$ cat src/rtl/i2c_pkg.sv
// Shared constants, types and helpers for the I2C bus front-end.
package i2c_pkg;

    localparam logic I2C_IDLE_LEVEL = 1'b1;

    typedef struct packed {
        logic level;
        logic rise;
        logic fall;
    } i2c_edge_t;

    function automatic int filt_cnt_w(input int filter_len);
        return $clog2(filter_len + 1);
    endfunction

endpackage

$ cat src/rtl/i2c_glitch_filter.sv
// Per-line front-end: N-flop synchronizer, persistence glitch filter and
// edge detection on the filtered level.
module i2c_glitch_filter
    import i2c_pkg::*;
#(
    parameter int SYNC_STAGES = 2,
    parameter int FILTER_LEN  = 4
) (
    input  logic      clk,
    input  logic      reset_n,
    input  logic      i_pin,
    output i2c_edge_t o_edge
);

    localparam int              CW       = filt_cnt_w(FILTER_LEN);
    localparam logic [CW-1:0]   CNT_LAST = CW'(FILTER_LEN - 1);

    logic [SYNC_STAGES-1:0] r_sync;
    logic [CW-1:0]          r_cnt;
    logic                   r_f;
    logic                   r_d;
    logic                   w_sync;

    assign w_sync = r_sync[SYNC_STAGES-1];

    always_ff @(posedge clk or negedge reset_n) begin
        if (!reset_n) begin
            r_sync <= {SYNC_STAGES{I2C_IDLE_LEVEL}};
        end else begin
            r_sync <= {r_sync[SYNC_STAGES-2:0], i_pin};
        end
    end

    // The level must disagree with r_f for FILTER_LEN consecutive cycles to flip it.
    always_ff @(posedge clk or negedge reset_n) begin
        if (!reset_n) begin
            r_cnt <= '0;
            r_f   <= I2C_IDLE_LEVEL;
            r_d   <= I2C_IDLE_LEVEL;
        end else begin
            r_d <= r_f;
            if (w_sync == r_f) begin
                r_cnt <= '0;
            end else if (r_cnt == CNT_LAST) begin
                r_f   <= ~r_f;
                r_cnt <= '0;
            end else begin
                r_cnt <= r_cnt + 1'b1;
            end
        end
    end

    assign o_edge.level = r_f;
    assign o_edge.rise  = r_f & ~r_d;
    assign o_edge.fall  = ~r_f & r_d;

endmodule

$ cat src/rtl/i2c_bus_conditioner.sv
// I2C pin conditioner: filtered SCL/SDA, edge pulses, START/STOP detection,
// bus-busy tracking and an optional SCL-stuck-low timeout.
module i2c_bus_conditioner
    import i2c_pkg::*;
#(
    parameter int SYNC_STAGES    = 2,
    parameter int FILTER_LEN     = 4,
    parameter int TIMEOUT_CYCLES = 0
) (
    input  logic clk,
    input  logic reset_n,
    input  logic scl_in,
    input  logic sda_in,
    output logic scl_f,
    output logic sda_f,
    output logic scl_rise,
    output logic scl_fall,
    output logic start_det,
    output logic stop_det,
    output logic bus_busy,
    output logic scl_timeout
);

    i2c_edge_t w_scl;
    i2c_edge_t w_sda;
    logic      w_scl_stable;
    logic      w_timeout;
    logic      r_busy;

    i2c_glitch_filter #(
        .SYNC_STAGES(SYNC_STAGES),
        .FILTER_LEN (FILTER_LEN)
    ) u_scl (
        .clk    (clk),
        .reset_n(reset_n),
        .i_pin  (scl_in),
        .o_edge (w_scl)
    );

    i2c_glitch_filter #(
        .SYNC_STAGES(SYNC_STAGES),
        .FILTER_LEN (FILTER_LEN)
    ) u_sda (
        .clk    (clk),
        .reset_n(reset_n),
        .i_pin  (sda_in),
        .o_edge (w_sda)
    );

    // High only when SCL is high now and was high last cycle (no SCL edge this cycle).
    assign w_scl_stable = w_scl.level & ~w_scl.rise;

    assign scl_f     = w_scl.level;
    assign sda_f     = w_sda.level;
    assign scl_rise  = w_scl.rise;
    assign scl_fall  = w_scl.fall;
    assign start_det = w_sda.fall & w_scl_stable;
    assign stop_det  = w_sda.rise & w_scl_stable;
    assign bus_busy  = r_busy;

    always_ff @(posedge clk or negedge reset_n) begin
        if (!reset_n) begin
            r_busy <= 1'b0;
        end else if (start_det) begin
            r_busy <= 1'b1;
        end else if (stop_det || w_timeout) begin
            r_busy <= 1'b0;
        end
    end

    generate
        if (TIMEOUT_CYCLES > 0) begin : g_timeout
            localparam int            TW      = $clog2(TIMEOUT_CYCLES + 1);
            localparam logic [TW-1:0] TO_LAST = TW'(TIMEOUT_CYCLES - 1);
            localparam logic [TW-1:0] TO_SAT  = TW'(TIMEOUT_CYCLES);

            logic [TW-1:0] r_to_cnt;
            logic          r_to;
            logic          w_inc;

            // Saturating at TO_SAT keeps the pulse single until SCL is released.
            assign w_inc = r_busy & ~w_scl.level & (r_to_cnt != TO_SAT);

            always_ff @(posedge clk or negedge reset_n) begin
                if (!reset_n) begin
                    r_to_cnt <= '0;
                    r_to     <= 1'b0;
                end else begin
                    r_to <= w_inc & (r_to_cnt == TO_LAST);
                    if (w_scl.level) begin
                        r_to_cnt <= '0;
                    end else if (w_inc) begin
                        r_to_cnt <= r_to_cnt + 1'b1;
                    end else if (r_to_cnt != TO_SAT) begin
                        r_to_cnt <= '0;
                    end
                end
            end

            assign w_timeout = r_to;
        end else begin : g_no_timeout
            assign w_timeout = 1'b0;
        end
    endgenerate

    assign scl_timeout = w_timeout;

endmodule
$ cat config.mk
export PLATFORM = sky130hd
export DESIGN_NAME = i2c_bus_conditioner
export DESIGN_NICKNAME = d
export VERILOG_FILES = /design/src/rtl/i2c_pkg.sv /design/src/rtl/i2c_glitch_filter.sv /design/src/rtl/i2c_bus_conditioner.sv
export SDC_FILE = /design/constraint.sdc
export NUM_CORES = 1
export LEC_CHECK = 0
export ABC_AREA = 1
export CAP_MARGIN = 15
export CORE_MARGIN = 2
export CORE_UTILIZATION = 48
export CTS_CLUSTER_DIAMETER = 200
export CTS_CLUSTER_SIZE = 14
export DETAILED_ROUTE_END_ITERATION = 16
export GPL_ROUTABILITY_DRIVEN = 0
export HOLD_SLACK_MARGIN = 0.08
export PLACE_DENSITY = 0.74
export SYNTH_ARGS = -nofsm -noshare
export SYNTH_HDL_FRONTEND = slang
export SYNTH_HIERARCHICAL = 1
export SYNTH_SLANG_ARGS = --single-unit
$ cat constraint.sdc
create_clock -name clk -period 1.2 [get_ports clk]
set_input_delay 0.24 -clock clk [delete_from_list [all_inputs] [get_ports clk]]
set_output_delay 0.24 -clock clk [all_outputs]
set_load 0.005 [all_outputs]
==> results.yml <==
run_status:
  outcome: "finished with violations"
  violations: "negative setup slack"
route:
  ant_nets: 0
  routed_wl_um: 1020
  num_vias: 479
  drc_errors: 0
  drtIter0Drc: 10
  via_per_inst: 4.39
  drtPass1Iterations: 3
  wl_per_cell_um: 9.36
clock_network:
  clockBufferDepth: 2
  cts.clk_slew.worst_paths_ns: 0.08
  clock-root-buffer: "clkbuf_4"
  cts_buffers: 3
  clkLatencyLatePin_ns: 0.27
  cts_tree: "yes"
  cts_max_level: 1
  hold_buffers: 0
  cts.sinks: 15
synth:
  synth_nets: 76
  ys_seq_area_frac: 0.602
  ys_warn_count: 6
  synthArstFlopShare: 1.00
  syn_area_um2: 641
  ys_seq_elements: 15
  netlist.area_leader.share: 0.328
  synth_cell_types: 12
  synth-edff-count: 0
  synthCells: 70
  synth.most_common_cell: "nand2_1"
  ys.flop_type: "dfstp_2"
  synth_top_area_cell: "dfstp_2"
  synth_commonest_cells: "nand2_1, inv_1, nor2_1"
  synth.avg_cell_area_um2: 9.15
  synthTopCellsByArea: "dfstp_2, dfrtp_1, nand2_1"
cells_and_area:
  fillCellCount: 103
  nets: 101
  diodes: 0
  multi_input_area_um2: 195
  finalNonFillerCells: 109
  drive_gt1_frac: 0.457
  fin_util: 0.698
  regArea_um2: 385
  stdcell_area_um2: 886
  area_growth_syn_to_layout_pct: 38.3
placement:
  portBuffers: 10
  dp_cells: 98
  dp_slack_ns: -0.370
  place.detailed.hpwl_um: 668
  dpl_cell_area_um2: 782
flow_run:
  cap_violations: 0
floorplanning:
  coreArea_um2: 1270
  dieWidth_um: 40.5
  io-pin-count: 12
  fp.dieH_um: 40.5
  rows: 13
  start_util: 0.505
  die-area_um2: 1640
power_and_ir_drop:
  power_density_nw_per_um2: 2190
  ir_drop_v: 0.000896
  power.leakage_nw: 0.462
critical_path:
  cp_top_family: "flip-flops"
  worstPathRequired_ns: 0.96
  critPathMaxFanout: 2
  r2r_slack_ns: 0.03
  cpMostUsedCell: "inv_1"
  arrival_ns: 1.25
  start_kind: "flip-flop"
  worstReg2RegEnd: "bus_busy"
  cp-end-kind: "output pin"
  cp_num_buf_inv: 3
  path_cells: "inv_1 > nor2_1 > nand3_2 > inv_1 > buf_2"
  critical-path-slowest-cell: "dfstp_2"
  max_stage_delay_ns: 0.56
  worstRegToRegCells: 6
  r2r_start: "u_sda/r_d"
  worstSetupPathType: "reg2out"
sta:
  tns_ns: -1.19
  fin_ws_ns: -0.288
  rsz0062_at_grt: "yes"
  fin_crit_sh: 1.24
  fin_crit_ns: 1.49
  hold_violations: 0
  drv_slew: 0
  finalSetupViolations: 6
  clock_skew_ns: 0.00328
  fmax_ghz: 0.672
global_routing:
  grt_use_total: 0.164
  antenna_found_initial: 0
  overflow: 0
  grt_pass1_wl_um: 1650
  grt_start_max_net_pins: 16
  grt_pass1_vias: 429
min_path:
  hold_class: "in2async"
## timing repair
item,4_1_cts,5_1_grt
pin swaps,4,2
gates resized for setup,31,7
setup buffers,5,2
endpoints found under the hold margin,0,0
setup endpoints to repair,7,8
## per-layer routing
metal,vias to the layer above,part of all wire,track usage
li1,245,-,-
met1,218,0.42,0.194
met2,12,0.51,0.246
met3,4,0.040,0.0333
met4,0,0.025,0.150
met5,-,0,0
## placed cells by master, fill, tap and decap left out
| master | count |
|---|---|
| nor2_1 | 7 |
| clkdlybuf4s50_1 | 3 |
| clkbuf_4 | 3 |
| conb_1 | 1 |
| dfstp_2 | 8 |
| nor2_4 | 2 |
| nand2_2 | 4 |
| ha_1 | 2 |
| nand3_2 | 2 |
| dfrtp_1 | 7 |
| clkbuf_1 | 1 |
| inv_2 | 3 |
| inv_4 | 1 |
| inv_1 | 12 |
| nor2_2 | 1 |
| buf_6 | 5 |
| buf_2 | 3 |
| nand3_1 | 2 |
| nand2_1 | 15 |
| buf_4 | 10 |
| clkdlybuf4s15_2 | 1 |
| clkdlybuf4s15_1 | 1 |
## cells by family after synthesis
logic type / after synthesis / synth area share
fa+ha+maj: 2 / 0.0391
buf+inv: 19 / 0.129
flops: 15 / 0.602
other cells: 1 / 0.00585
simple gates: 33 / 0.225
## metrics by stage
step / power [mW] / hold WS (ns)
6_report: 1.94 / 0.266
5_1_grt: 2.11 / 0.271
3_3_place_gp: 1.45 / 0.345
3_5_place_dp: 1.48 / 0.347
4_1_cts: 1.86 / 0.264
2_1_floorplan: 1.15 / -0.0556
## worst max path at each step
stage               from        end  cells after the start
5_1_grt        u_scl/r_f   stop_det                      6
6_report       u_sda/r_d  start_det                      5
2_1_floorplan  u_scl/r_f  start_det                      5
3_5_place_dp   u_scl/r_f  start_det                      6
3_3_place_gp   u_sda/r_f   stop_det                      5
4_1_cts        u_sda/r_f   stop_det                      6
## worst register-to-register path: cells and delay by family (launching register included)
kind,cells,cell delay (ns)
buf+inv,3,0.29
simple gates,3,0.27
flops,1,0.56
## flip-flops by register name, summed over array words and instances (netlist names)
signal,count
bus_busy,1
u_sda/r_d,1
u_sda/r_sync,2
u_sda/r_cnt,3
u_scl/r_cnt,3
u_sda/r_f,1
u_scl/r_d,1
u_scl/r_f,1
u_scl/r_sync,2
## cell type report
cell class / instances / share of cell area
well taps: 15 / 0.0212
clock buffers: 4 / 0.0297
flip-flops and latches: 15 / 0.435
repair buffers: 23 / 0.223
multi-input cells: 36 / 0.220
inverters: 16 / 0.0706
## where the power goes
group | switching (mW) | internal, mW
registers | 0.0936 | 0.695
logic | 0.396 | 0.480
clock network | 0.144 | 0.129
(Power assumes the default switching activity.)
